File: src/rtl/fetch_queue_pkg.sv
// fetch_pkg: shared fetch-entry type and fetch-stage constants
package fetch_pkg;
    localparam int XLEN = 32;
    localparam logic [XLEN-1:0] FETCH_RESET_PC = '0;

    typedef struct packed {
        logic [XLEN-1:0] instr;
        logic [XLEN-1:0] pc;
        logic [XLEN-1:0] pcp4;
    } fetch_entry_t;
endpackage

File: src/rtl/fetch_queue_if.sv
// fetch_queue_if: redirect, instruction-memory and decode-handshake bundle of the fetch stage
interface fetch_queue_if #(
    parameter int WIDTH = 32,
    parameter int DEPTH = 4
);
    logic                     redirect_valid;
    logic [WIDTH-1:0]         redirect_pc;
    logic [WIDTH-1:0]         imem_addr;
    logic [WIDTH-1:0]         imem_rdata;
    logic                     out_valid;
    logic                     out_ready;
    logic [WIDTH-1:0]         out_instr;
    logic [WIDTH-1:0]         out_pc;
    logic [WIDTH-1:0]         out_pcp4;
    logic [$clog2(DEPTH):0]   count;

    modport master (
        output redirect_valid, redirect_pc, imem_rdata, out_ready,
        input  imem_addr, out_valid, out_instr, out_pc, out_pcp4, count
    );

    modport slave (
        input  redirect_valid, redirect_pc, imem_rdata, out_ready,
        output imem_addr, out_valid, out_instr, out_pc, out_pcp4, count
    );
endinterface

File: src/rtl/fetch_queue_fifo.sv
// fetch_fifo: synchronous FIFO of fetch entries with push/pop/clear and occupancy count
module fetch_fifo
    import fetch_pkg::*;
#(
    parameter int DEPTH = 4
) (
    input  logic                   clk,
    input  logic                   rst,
    input  logic                   i_clear,
    input  logic                   i_push,
    input  logic                   i_pop,
    input  fetch_entry_t           i_data,
    output fetch_entry_t           o_data,
    output logic                   o_full,
    output logic                   o_empty,
    output logic [$clog2(DEPTH):0] o_count
);
    localparam int AW = $clog2(DEPTH);

    fetch_entry_t r_mem [DEPTH];
    logic [AW-1:0] r_wr;
    logic [AW-1:0] r_rd;
    logic [AW:0]   r_count;

    // Entry storage; zeroed on reset so the head reads as 0 before the first push
    always_ff @(posedge clk) begin
        if (rst) begin
            for (int i = 0; i < DEPTH; i++) r_mem[i] <= '0;
        end else if (i_push && !i_clear) begin
            r_mem[r_wr] <= i_data;
        end
    end

    // Pointers wrap naturally; the count is what tells full from empty
    always_ff @(posedge clk) begin
        if (rst || i_clear) begin
            r_wr    <= '0;
            r_rd    <= '0;
            r_count <= '0;
        end else begin
            if (i_push) r_wr <= r_wr + 1'b1;
            if (i_pop) r_rd <= r_rd + 1'b1;
            r_count <= r_count + (AW+1)'(i_push) - (AW+1)'(i_pop);
        end
    end

    assign o_data  = r_mem[r_rd];
    assign o_full  = r_count == (AW+1)'(DEPTH);
    assign o_empty = r_count == '0;
    assign o_count = r_count;
endmodule

File: src/rtl/fetch_queue.sv
// fetch_queue: sequential-PC fetch stage with decoupling queue to decode; FETCH_BYPASS_EN enables same-cycle bypass when empty
module fetch_queue
    import fetch_pkg::*;
#(
    parameter int               WIDTH    = XLEN,
    parameter int               DEPTH    = 4,
    parameter logic [WIDTH-1:0] RESET_PC = FETCH_RESET_PC
) (
    input  logic         clk,
    input  logic         rst,
    fetch_queue_if.slave bus
);
    logic [WIDTH-1:0]       r_pc;
    fetch_entry_t           w_in;
    fetch_entry_t           w_head;
    fetch_entry_t           w_out;
    logic                   w_full;
    logic                   w_empty;
    logic                   w_byp;
    logic                   w_push;
    logic                   w_pop;
    logic [$clog2(DEPTH):0] w_count;

    assign w_in = '{instr: bus.imem_rdata, pc: r_pc, pcp4: r_pc + WIDTH'(4)};

`ifdef FETCH_BYPASS_EN
    assign w_byp = w_empty && !rst && !bus.redirect_valid;
`else
    assign w_byp = 1'b0;
`endif

    // A redirect hides the head so decode never accepts a wrong-path entry
    assign bus.out_valid = !rst && !bus.redirect_valid && (!w_empty || w_byp);
    assign w_pop  = bus.out_valid && bus.out_ready;
    assign w_push = !bus.redirect_valid && (!w_full || w_pop);
    assign w_out  = w_byp ? w_in : w_head;

    // Fetch PC: reset beats redirect, redirect beats sequential advance
    always_ff @(posedge clk) begin
        if (rst) r_pc <= RESET_PC;
        else if (bus.redirect_valid) r_pc <= bus.redirect_pc;
        else if (w_push) r_pc <= r_pc + WIDTH'(4);
    end

    fetch_fifo #(.DEPTH(DEPTH)) u_fifo (
        .clk     (clk),
        .rst     (rst),
        .i_clear (bus.redirect_valid),
        .i_push  (w_push && !(w_byp && bus.out_ready)),
        .i_pop   (w_pop && !w_empty),
        .i_data  (w_in),
        .o_data  (w_head),
        .o_full  (w_full),
        .o_empty (w_empty),
        .o_count (w_count)
    );

    assign bus.imem_addr = r_pc;
    assign bus.out_instr = w_out.instr;
    assign bus.out_pc    = w_out.pc;
    assign bus.out_pcp4  = w_out.pcp4;
    assign bus.count     = w_count;
endmodule

File: src/flat_wrapper.sv
// flat-port wrapper written by rule: the top's interface ports become plain ports
module fetch_queue_flat import fetch_pkg::*;
#(
    parameter int               WIDTH    = XLEN,
    parameter int               DEPTH    = 4,
    parameter logic [WIDTH-1:0] RESET_PC = FETCH_RESET_PC
)
  (clk, rst, bus_redirect_valid, bus_redirect_pc, bus_imem_rdata, bus_out_ready, bus_imem_addr, bus_out_valid, bus_out_instr, bus_out_pc, bus_out_pcp4, bus_count);
  fetch_queue_if #(.WIDTH(WIDTH), .DEPTH(DEPTH)) bus_i ();
  input  logic clk;
  input  logic rst;
  input wire logic [$bits(bus_i.redirect_valid)-1:0] bus_redirect_valid;
  input wire logic [$bits(bus_i.redirect_pc)-1:0] bus_redirect_pc;
  input wire logic [$bits(bus_i.imem_rdata)-1:0] bus_imem_rdata;
  input wire logic [$bits(bus_i.out_ready)-1:0] bus_out_ready;
  output wire logic [$bits(bus_i.imem_addr)-1:0] bus_imem_addr;
  output wire logic [$bits(bus_i.out_valid)-1:0] bus_out_valid;
  output wire logic [$bits(bus_i.out_instr)-1:0] bus_out_instr;
  output wire logic [$bits(bus_i.out_pc)-1:0] bus_out_pc;
  output wire logic [$bits(bus_i.out_pcp4)-1:0] bus_out_pcp4;
  output wire logic [$bits(bus_i.count)-1:0] bus_count;
  assign bus_i.redirect_valid = bus_redirect_valid;
  assign bus_i.redirect_pc = bus_redirect_pc;
  assign bus_i.imem_rdata = bus_imem_rdata;
  assign bus_i.out_ready = bus_out_ready;
  assign bus_imem_addr = bus_i.imem_addr;
  assign bus_out_valid = bus_i.out_valid;
  assign bus_out_instr = bus_i.out_instr;
  assign bus_out_pc = bus_i.out_pc;
  assign bus_out_pcp4 = bus_i.out_pcp4;
  assign bus_count = bus_i.count;
  fetch_queue #(.WIDTH(WIDTH), .DEPTH(DEPTH), .RESET_PC(RESET_PC)) u_core (.clk(clk), .rst(rst), .bus(bus_i));
endmodule
File: config.mk
export PLATFORM = sky130hd
export DESIGN_NAME = fetch_queue_flat
export DESIGN_NICKNAME = d
export VERILOG_FILES = /design/src/rtl/fetch_queue_pkg.sv /design/src/rtl/fetch_queue_if.sv /design/src/rtl/fetch_queue_fifo.sv /design/src/rtl/fetch_queue.sv /design/src/flat_wrapper.sv
export SDC_FILE = /design/constraint.sdc
export NUM_CORES = 1
export LEC_CHECK = 0
export ABC_CLOCK_PERIOD_IN_PS = 6140
export CORE_ASPECT_RATIO = 2
export CORE_UTILIZATION = 50
export DETAILED_ROUTE_END_ITERATION = 7
export MAX_ROUTING_LAYER = met4
export PLACE_DENSITY = 0.72
export SETUP_SLACK_MARGIN = 0.3
export SLEW_MARGIN = 30
export SYNTH_ARGS = -nofsm -noshare
export SYNTH_HDL_FRONTEND = slang
export SYNTH_HIERARCHICAL = 1
export SYNTH_SLANG_ARGS = --single-unit
export TNS_END_PERCENT = 1
File: constraint.sdc
create_clock -name clk -period 6.14 [get_ports clk]
set_input_delay 1.228 -clock clk [delete_from_list [all_inputs] [get_ports clk]]
set_output_delay 1.228 -clock clk [all_outputs]
set_load 0.01 [all_outputs]
==> results of run 1 <==
-- final cells by class --
class / count / area, um^2 / area share [%]
clock buffers: 51 / 1030 / 4.55
clock inverters: 17 / 171 / 0.756
inverters: 26 / 97.6 / 0.430
multi-input cells: 830 / 6180 / 27.2
flip-flops and latches: 425 / 12400 / 54.5
well taps: 463 / 579 / 2.55
repair buffers: 224 / 2270 / 10.0
-- final timing paths --
| kind | from | end | cells after the start |
|---|---|---|---|
| hold reg to reg | u_core/u_fifo/r_rd[1] | flop | 2 |
| setup / recovery | bus_out_ready | u_core/u_fifo/r_mem[0][83] | 7 |
| hold / removal | u_core/u_fifo/r_rd[1] | flop | 2 |
| setup reg to reg | u_core/u_fifo/o_count[1] | u_core/u_fifo/r_mem[0][83] | 7 |
-- report_power, final --
group / total, mW / switching, mW / internal [mW]
combinational: 0.566 / 0.306 / 0.259
sequential: 3.37 / 0.0769 / 3.29
clock: 2.34 / 1.03 / 1.31
-- sequential cells by signal (all words and copies together) (netlist names), named ones only --
| signal | cells |
|---|---|
| u_core/u_fifo/r_mem | 384 |
| u_core/bus.imem_addr | 32 |
| u_core/u_fifo/o_count | 3 |
| u_core/u_fifo/r_rd | 2 |
| u_core/u_fifo/r_wr | 2 |
-- synthesized netlist by cell type (6+ instances only) --
cell type,number,share of area (%)
dfxtp_1,41,4.3
nor3_1,11,0.29
buf_2,19,0.49
edfxtp_1,384,60
clkbuf_1,50,0.98
nand3_1,9,0.23
nor2_1,388,7.6
and3_1,7,0.23
nand4_1,11,0.36
inv_1,26,0.51
buf_1,18,0.35
buf_6,6,0.35
nand2_1,32,0.62
nor2_2,10,0.33
buf_4,33,1.3
o21ai_0,6,0.16
a21oi_1,21,0.55
nor4_2,6,0.39
o21a_1,14,0.55
nand2b_1,100,3.3
nor2_4,10,0.59
mux4_2,96,11
xnor2_1,26,1.2
mux2i_1,10,0.52
xor2_1,24,1.1
-- worst max-delay path: stages --
cell	delay [ns]
clkdlybuf4s50_1	0.47
or3b_1	0.49
and2_2	0.43
nor2_1	0.72
or4b_4	0.60
nand2b_4	0.38
buf_4	0.40
-- metrics by stage --
step	total power [mW]	area (um^2)	hold WS (ns)	setup WS, ns	utilization, %
3_3_place_gp	3.99	21500	0.504	1.00	56.6
2_1_floorplan	3.72	19200	0.499	0.369	-
4_1_cts	6.32	22700	0.549	1.39	59.8
3_5_place_dp	4.00	21500	0.534	0.895	56.6
5_1_grt	6.44	22700	0.609	1.48	59.8
6_report	6.27	22700	0.564	1.60	59.8
-- routing by layer --
metal,up-vias,global-route usage [%]
met3,95,2.51
met5,-,-
li1,5270,-
met4,0,10.6
met1,5949,29.2
met2,504,44.7
-- kinds of logic (layout without fill, tap and decap cells) --
| kind of cell | Yosys count | after routing | share of synthesized area [%] |
|---|---|---|---|
| adders and majority gates | 4 | 4 | 0.299 |
| and+or+nand+nor | 611 | 611 | 15.2 |
| xor gates and xnor gates | 52 | 52 | 2.48 |
| muxes | 106 | 106 | 11.8 |
| buffers and inverters | 154 | 318 | 4.07 |
| DFF | 425 | 425 | 64.2 |
| AOI/OAI and AO/OA | 57 | 57 | 2.02 |
==> flow_summary.yaml, run 1 <==
layout:
  layout_commonest_cell: "nor2_1"
  fillers: 2993
  diodes: 0
  fin_cells: 2036
  layout_common_cells: "nor2_1 (388), edfxtp_1 (384), clkdlybuf4s50_1 (197)"
  syn_to_final_growth_pct: 17.9
  drive_gt1_share_pct: 14.4
  fin_nets: 1616
synthesis:
  synth_edf_count: 384
  ys_seq_area_share_pct: 64.2
  syn_area_um2: 19200
  syn_inst: 1409
  syn-num-nets: 1481
  synth.ff_latch_count: 425
  postSynthAreaPerCell_um2: 13.7
  synth_flop_cell: "edfxtp_1"
  synth_cell_types: 58
  yosysWarningCount: 6
  async_flop_share_pct: 0
sta:
  setup_viol: 0
  period_needed_ns: 4.54
  period_share_pct: 74.0
  worst_pin_slew_ns: 0.892
  tns_ns: 0
  hold_violations: 0
  maxSlewViolCount: 0
  rsz0062_at_grt: "false"
  max-slew-margin-rel_pct: 40.5
  clock_skew_ns: 0.0242
  fmax_mhz: 220
route:
  postRouteAntennaNets: 0
  wl_um: 47600
  first_pass_iters: 5
  via_per_inst: 5.80
  wl_met1_um: 17200
  top_layer: "met4"
  drt_iter0_markers: 974
  drc: 0
  vias: 11800
  route.met2.wl_um: 25900
  wl_met3_um: 2710
  post_drt_wl_per_cell_um: 23.4
cts:
  clk_pin_slew_ns: 0.07
  post-cts-setup-buffer-count: 0
  clk_path_buf_depth: 3
  clk_latency_ns: 0.54
  cts_tree: "done"
  cts_root_buf: "clkbuf_16"
  cts_buffers: 37
  clock_sinks: 425
  htreeDepth: 2
  ctsHoldBuffers: 0
  ctsResizeCount: 0
floorplanning:
  die_area_um2: 39300
  io_pins: 200
  die_x_um: 141
  start_util_pct: 50.7
  die_y_um: 279
  rows: 101
  core_um2: 37900
global_routing:
  grt_start_max_net_pins: 97
  grt_use_total_pct: 25.3
  antenna_found_initial: 0
  grt_pass1_vias: 12100
  grt_overflow: 0
  grt_pass1_wl_um: 71000
worst_hold_path:
  hold_path_class: "reg -> reg"
critical_path:
  critPathKind: "in -> reg"
  worstPathMaxFanout: 26
  cp.arrival_ns: 4.74
  crit_path_end_kind: "flop"
  worstSetupStartpointType: "input pin"
  worstPathRequired_ns: 6.34
  reg2reg_slack_ns: 2.05
power_and_ir_drop:
  leakagePower_nw: 7.71
  ir_worst_vdd_mv: 0.174
  p_per_area_nw_per_um2: 276
placed_design:
  dp_cells: 1967
  gp_congestion: 0.817
  dpl.hpwl_um: 29000
  io_buffer_count: 199
outcome:
  status: "complete, no violations"
flow_run:
  drv_cap: 0
Note: power is estimated with default switching activity, not from simulation.
==> run 2: changes to the inputs <==
Settings changed: ABC_CLOCK_PERIOD_IN_PS 6140 to 3950, PLACE_DENSITY 0.72 to 0.74.
Clock period 6.14 ns to 3.95 ns, I/O delays scaled along.
==> run 2 against run 1 <==
Net effect: hold slack lost 0.034 ns; register-to-register slack lost 1.4 ns; count of clock-buffer cells in the layout shrank 5; sequential cell count is the same; non-clock buffer count grew 11; design area grew 0.61%; largest power group unchanged.
==> flow_summary.yaml, run 2 (synthesis gave the netlist of run 1 again) <==
cts:
  htreeDepth: 2
  clk_pin_slew_ns: 0.07
  ctsHoldBuffers: 0
  cts_root_buf: "clkbuf_16"
  cts_buffers: 37
  clk_latency_ns: 0.54
  clk_path_buf_depth: 3
  post-cts-setup-buffer-count: 0
  ctsResizeCount: 0
  clock_sinks: 425
  cts_tree: "done"
critical_path:
  critPathKind: "reg -> out"
  crit_path_end_kind: "primary output"
  reg2reg_from: "u_core/bus.imem_addr[2]"
  cpPeakStageDelay_ns: 0.65
  cpMaxStageDelayCell: "mux4_2"
  r2r_end: "u_core/u_fifo/r_mem[0][18]"
  path_buf_inv: 2
  crit_family: "buffers and inverters"
  worstPathRequired_ns: 3.16
  worstPathMaxFanout: 16
  reg2reg_slack_ns: 0.67
  r2r_cells: 7
  worstSetupStartpointType: "flop"
  path_cells: "buf_4, mux4_2, clkdlybuf4s50_1"
  cp.arrival_ns: 2.59
route:
  via_per_inst: 5.79
  drc: 0
  wl_um: 48000
  first_pass_iters: 5
  vias: 11800
  postRouteAntennaNets: 0
  drt_iter0_markers: 905
  post_drt_wl_per_cell_um: 23.5
layout:
  layout_common_cells: "nor2_1 (387), edfxtp_1 (384), clkdlybuf4s50_1 (197)"
  fin_util_pct: 60.2
  syn_to_final_growth_pct: 18.6
  regMostFlops: "u_core/u_fifo/r_mem"
  fin_nets: 1627
  layout_commonest_cell: "nor2_1"
  diodes: 0
  drive_gt1_share_pct: 15.2
  largest_register_ff_count: 384
sta:
  setup_viol: 0
  period_share_pct: 85.4
  fmax_mhz: 296
  clock_skew_ns: 0.0178
  worst_pin_slew_ns: 0.771
  rsz0062_at_grt: "false"
  maxSlewViolCount: 0
  tns_ns: 0
  hold_violations: 0
  max-slew-margin-rel_pct: 48.6
  period_needed_ns: 3.38
power_and_ir_drop:
  power_mw: 9.72
  p_comb_share_pct: 9.4
  ir_worst_vdd_mv: 0.254
  clockPowerShare_pct: 36.9
  switchingPower_mw: 2.22
  power_frac_seq_pct: 53.7
  leakagePower_nw: 7.77
  p_per_area_nw_per_um2: 426
  internal-power_mw: 7.50
  power_switching_share_pct: 22.9
flow_run:
  drv_cap: 0
worst_hold_path:
  hold_path_class: "reg -> reg"
  whs_path_depth: 2
  worstHoldStart: "u_core/u_fifo/r_rd[0]"
placed_design:
  gp_congestion: 0.846
  io_buffer_count: 199
  dpl.hpwl_um: 30000
global_routing:
  grt_overflow: 0
  grt_start_max_net_pins: 97
  antenna_found_initial: 0
  grt_use_total_pct: 25.8
  grt_pass1_vias: 12100
  grt_pass1_wl_um: 72300
floorplanning:
  die_y_um: 279
  die_x_um: 141
  core_um2: 37900
  die_area_um2: 39300
  rows: 101
  io_pins: 200
  start_util_pct: 50.7
outcome:
  status: "complete, no violations"
==> run 2: changes by cell type in the layout (fill, tap and decap cells not counted), sizes merged <==
cell	before	now
clkinv	10	12
clkbuf	51	46
clkinvlp	3	5
inv	27	28
bufinv	3	2
buf	27	38
==> run 2: through the flow <==
stage | instances | worst slack (ns) | area (um^2) | hold WS, ns
floorplan | 1409 | 0.140 | 19300 | 0.499
global placement | 1979 | 0.365 | 21600 | 0.517
detailed placement | 1979 | 0.344 | 21600 | 0.519
CTS | 2046 | 0.501 | 22800 | 0.532
global route | 2046 | 0.445 | 22800 | 0.562
finish | 2046 | 0.575 | 22800 | 0.529
==> run 2: area by class of cell <==
cell class,count,area [um^2]
clock buffers,46,1010
repair buffers,235,2420
inverters,26,97.6
fillers,2899,15100
flip-flops and latches,425,12400
clock inverters,21,176
multi-input cells,830,6180
well taps,463,579
==> run 2: worst min-delay path, cell delays in order, from the launching register on <==
cell and delay [ns]:
dfxtp_1 0.33, nand3b_1 0.09, a21oi_1 0.07
==> run 2: power by group through the flow <==
| stage | logic, mW | clock network (mW) | registers [mW] |
|---|---|---|---|
| final | 0.912 | 3.59 | 5.22 |
| after global routing | 0.965 | 3.81 | 5.24 |
| after CTS | 0.924 | 3.66 | 5.22 |
| after detailed placement | 0.918 | 0 | 5.32 |
| after global placement | 0.911 | 0 | 5.30 |
| after floorplan | 0.489 | 0 | 5.28 |
==> run 2: routing by layer <==
metal / vias up / part of all wire [%] / global-route usage (%)
met3: 96 / 6.2 / 2.72
met1: 5917 / 35 / 29.3
met4: 0 / 3.9 / 11.1
met2: 542 / 55 / 45.9
li1: 5289 / - / -
met5: - / 0 / -
==> run 2: worst max path at each step <==
| stage | endpoint | cells past startpoint | startpoint |
|---|---|---|---|
| floorplan | u_core/u_fifo/r_mem[2][0] | 8 | rst |
| global placement | u_core/u_fifo/r_mem[0][67] | 7 | bus_out_ready |
| detailed placement | u_core/u_fifo/r_mem[0][57] | 7 | bus_out_ready |
| CTS | bus_out_pcp4[24] | 3 | flop |
| global route | bus_out_instr[29] | 3 | flop |
| finish | bus_out_pcp4[29] | 3 | flop |
==> run 3: changes to the inputs <==
Settings changed: ABC_AREA set to 1, HOLD_SLACK_MARGIN set to 0.02.
==> run 3 against run 2 <==
Net effect: die area increased by 5.2%; hold slack got worse by 0.045 ns; sequential share of layout area decreased by 2.5 points; sequential cell count unchanged; maximum frequency decreased by 3.2%; clock power increased by 13%; largest power group unchanged; setup slack got worse by 0.11 ns.
==> flow_summary.yaml, run 3 <==
sta:
  rsz0062_at_grt: "false"
  worst_pin_slew_ns: 0.976
  fmax_mhz: 287
  setup_viol: 0
  hold_violations: 0
  period_share_pct: 88.2
  tns_ns: 0
  maxSlewViolCount: 0
  clock_skew_ns: 0.0164
  period_needed_ns: 3.49
  max-slew-margin-rel_pct: 34.9
floorplanning:
  die_y_um: 287
  die_x_um: 144
  io_pins: 200
  rows: 103
  core_um2: 39700
  die_area_um2: 41300
  start_util_pct: 51.0
layout:
  seq_area_um2: 12400
  diodes: 0
  layout_common_cells: "edfxtp_1 (384), inv_1 (372), nor2_1 (350)"
  fin_nets: 2328
  drive_gt1_share_pct: 5.95
  regMostFlops: "u_core/u_fifo/r_mem"
  largest_register_ff_count: 384
  fillers: 3310
  multiInputGateArea_um2: 5710
  fin_cells: 2811
  fin_util_pct: 60.3
  layout_commonest_cell: "edfxtp_1"
  syn_to_final_growth_pct: 18.3
route:
  wl_met1_um: 18600
  postRouteAntennaNets: 0
  post_drt_wl_per_cell_um: 18.1
  first_pass_iters: 5
  top_layer: "met4"
  via_per_inst: 5.28
  route.met2.wl_um: 27000
  drt_iter0_markers: 1024
  drc: 0
  vias: 14900
  wl_um: 50900
  wl_met3_um: 2450
power_and_ir_drop:
  p_per_area_nw_per_um2: 420
  leakagePower_nw: 8.94
  ir_worst_vdd_mv: 0.296
worst_hold_path:
  whs_path_depth: 1
  hold_path_class: "reg -> reg"
  worstHoldStart: "u_core/u_fifo/r_rd[0]"
cts:
  cts_buffers: 38
  clk_pin_slew_ns: 0.07
  clk_path_buf_depth: 3
  cts_tree: "done"
  htreeDepth: 2
  ctsHoldBuffers: 0
  clk_latency_ns: 0.54
  clock_sinks: 425
  cts_root_buf: "clkbuf_16"
  post-cts-setup-buffer-count: 0
  ctsResizeCount: 0
global_routing:
  grt_pass1_vias: 14800
  antenna_found_initial: 0
  grt_overflow: 0
  grt_start_max_net_pins: 108
  grt_use_total_pct: 26.1
  grt_pass1_wl_um: 78600
critical_path:
  r2r_cells: 9
  critPathKind: "reg -> out"
  r2r_end: "u_core/u_fifo/o_count[1]"
  worstSetupStartpointType: "flop"
  reg2reg_slack_ns: 1.50
  reg2reg_from: "u_core/u_fifo/o_count[0]"
  worstPathRequired_ns: 3.16
  cp.arrival_ns: 2.70
  worstPathMaxFanout: 41
  crit_path_end_kind: "primary output"
synthesis:
  synth.area.top_cells: "edfxtp_1 (57%), inv_1 (6.9%), nor2_1 (6.5%)"
  ys_seq_area_share_pct: 61.0
  syn_area_um2: 20200
  synth.ff_latch_count: 425
  post-synth-top-count-cell: "edfxtp_1"
  syn_inst: 2143
  yosysTopAreaCellShare_pct: 57.0
  async_flop_share_pct: 0
  synth_edf_count: 384
  yosysWarningCount: 6
  synth_cell_types: 36
  netlist_top_cells_count: "edfxtp_1 (384), inv_1 (372), nor2_1 (350), nand2_1 (340), a21oi_1 (124)"
  synth_flop_cell: "edfxtp_1"
  postSynthAreaPerCell_um2: 9.45
  synth_area_leader_cell: "edfxtp_1"
  syn-num-nets: 2215
placed_design:
  gp_congestion: 0.953
  dp_cells: 2741
  io_buffer_count: 199
  dpl.hpwl_um: 32900
flow_run:
  drv_cap: 0
outcome:
  status: "complete, no violations"
run 3: layout make-up:
| cell class | count | share of cell area [%] |
|---|---|---|
| clock inverter | 21 | 1.31 |
| clock buffer | 49 | 4.41 |
| sequential | 425 | 51.6 |
| multi-input combinational | 1188 | 23.9 |
| tap | 525 | 2.74 |
| inverter | 372 | 5.83 |
| timing repair buffer | 231 | 10.2 |
run 3: layer usage:
| layer | global-route usage (%) | vias up |
|---|---|---|
| met3 | 2.65 | 127 |
| met1 | 27.9 | 7066 |
| met2 | 46.5 | 523 |
| li1 | - | 7137 |
| met4 | 14.3 | 0 |
| met5 | - | - |
run 3: logic make-up (layout without fill, tap and decap cells):
kind of cell / Yosys count / in the layout / share of synthesized area, %
xor gates and xnor gates: 15 / 15 / 0.872
and+or+nand+nor: 817 / 817 / 16.7
adders and majority gates: 4 / 4 / 0.284
DFF: 425 / 425 / 61.0
buffers and inverters: 530 / 673 / 11.1
AOI/OAI and AO/OA: 351 / 351 / 10.0
muxes: 1 / 1 / 0.0495
run 3: metrics by stage:
| step | instance area, um^2 | setup slack [ns] | hold slack [ns] | total power, mW |
|---|---|---|---|---|
| 5_1_grt | 23900 | 0.327 | 0.513 | 10.4 |
| 2_1_floorplan | 20300 | 0.0834 | 0.436 | 5.68 |
| 3_5_place_dp | 22600 | 0.640 | 0.465 | 6.12 |
| 6_report | 23900 | 0.465 | 0.484 | 10.1 |
| 4_1_cts | 23900 | 0.444 | 0.484 | 10.1 |
| 3_3_place_gp | 22600 | 0.692 | 0.439 | 6.10 |
run 3: how the worst max path moves through the flow:
stage | from | slack, ns | endpoint
floorplan | rst | 0.08 | u_core/u_fifo/r_mem[3][0]
global placement | rst | 0.69 | u_core/u_fifo/o_count[1]
detailed placement | rst | 0.64 | u_core/u_fifo/o_count[1]
CTS | flop | 0.44 | bus_out_pcp4[23]
global route | flop | 0.33 | bus_out_pcp4[23]
finish | flop | 0.46 | bus_out_pcp4[23]
run 3: worst max-delay path, cell delays in order (launching register included):
cell and delay (ns):
dfxtp_4 0.62, buf_4 0.44, o211ai_1 0.17, nand2_1 0.30, clkdlybuf4s50_1 0.60
run 3: power breakdown:
part / total (mW) / internal [mW] / leakage (nW) / switching (mW)
combinational: 0.822 / 0.317 / 3.94 / 0.504
sequential: 5.20 / 5.09 / 4.33 / 0.108
clock: 4.04 / 2.43 / 0.663 / 1.61
total: 10.1 / 7.83 / 8.94 / 2.22
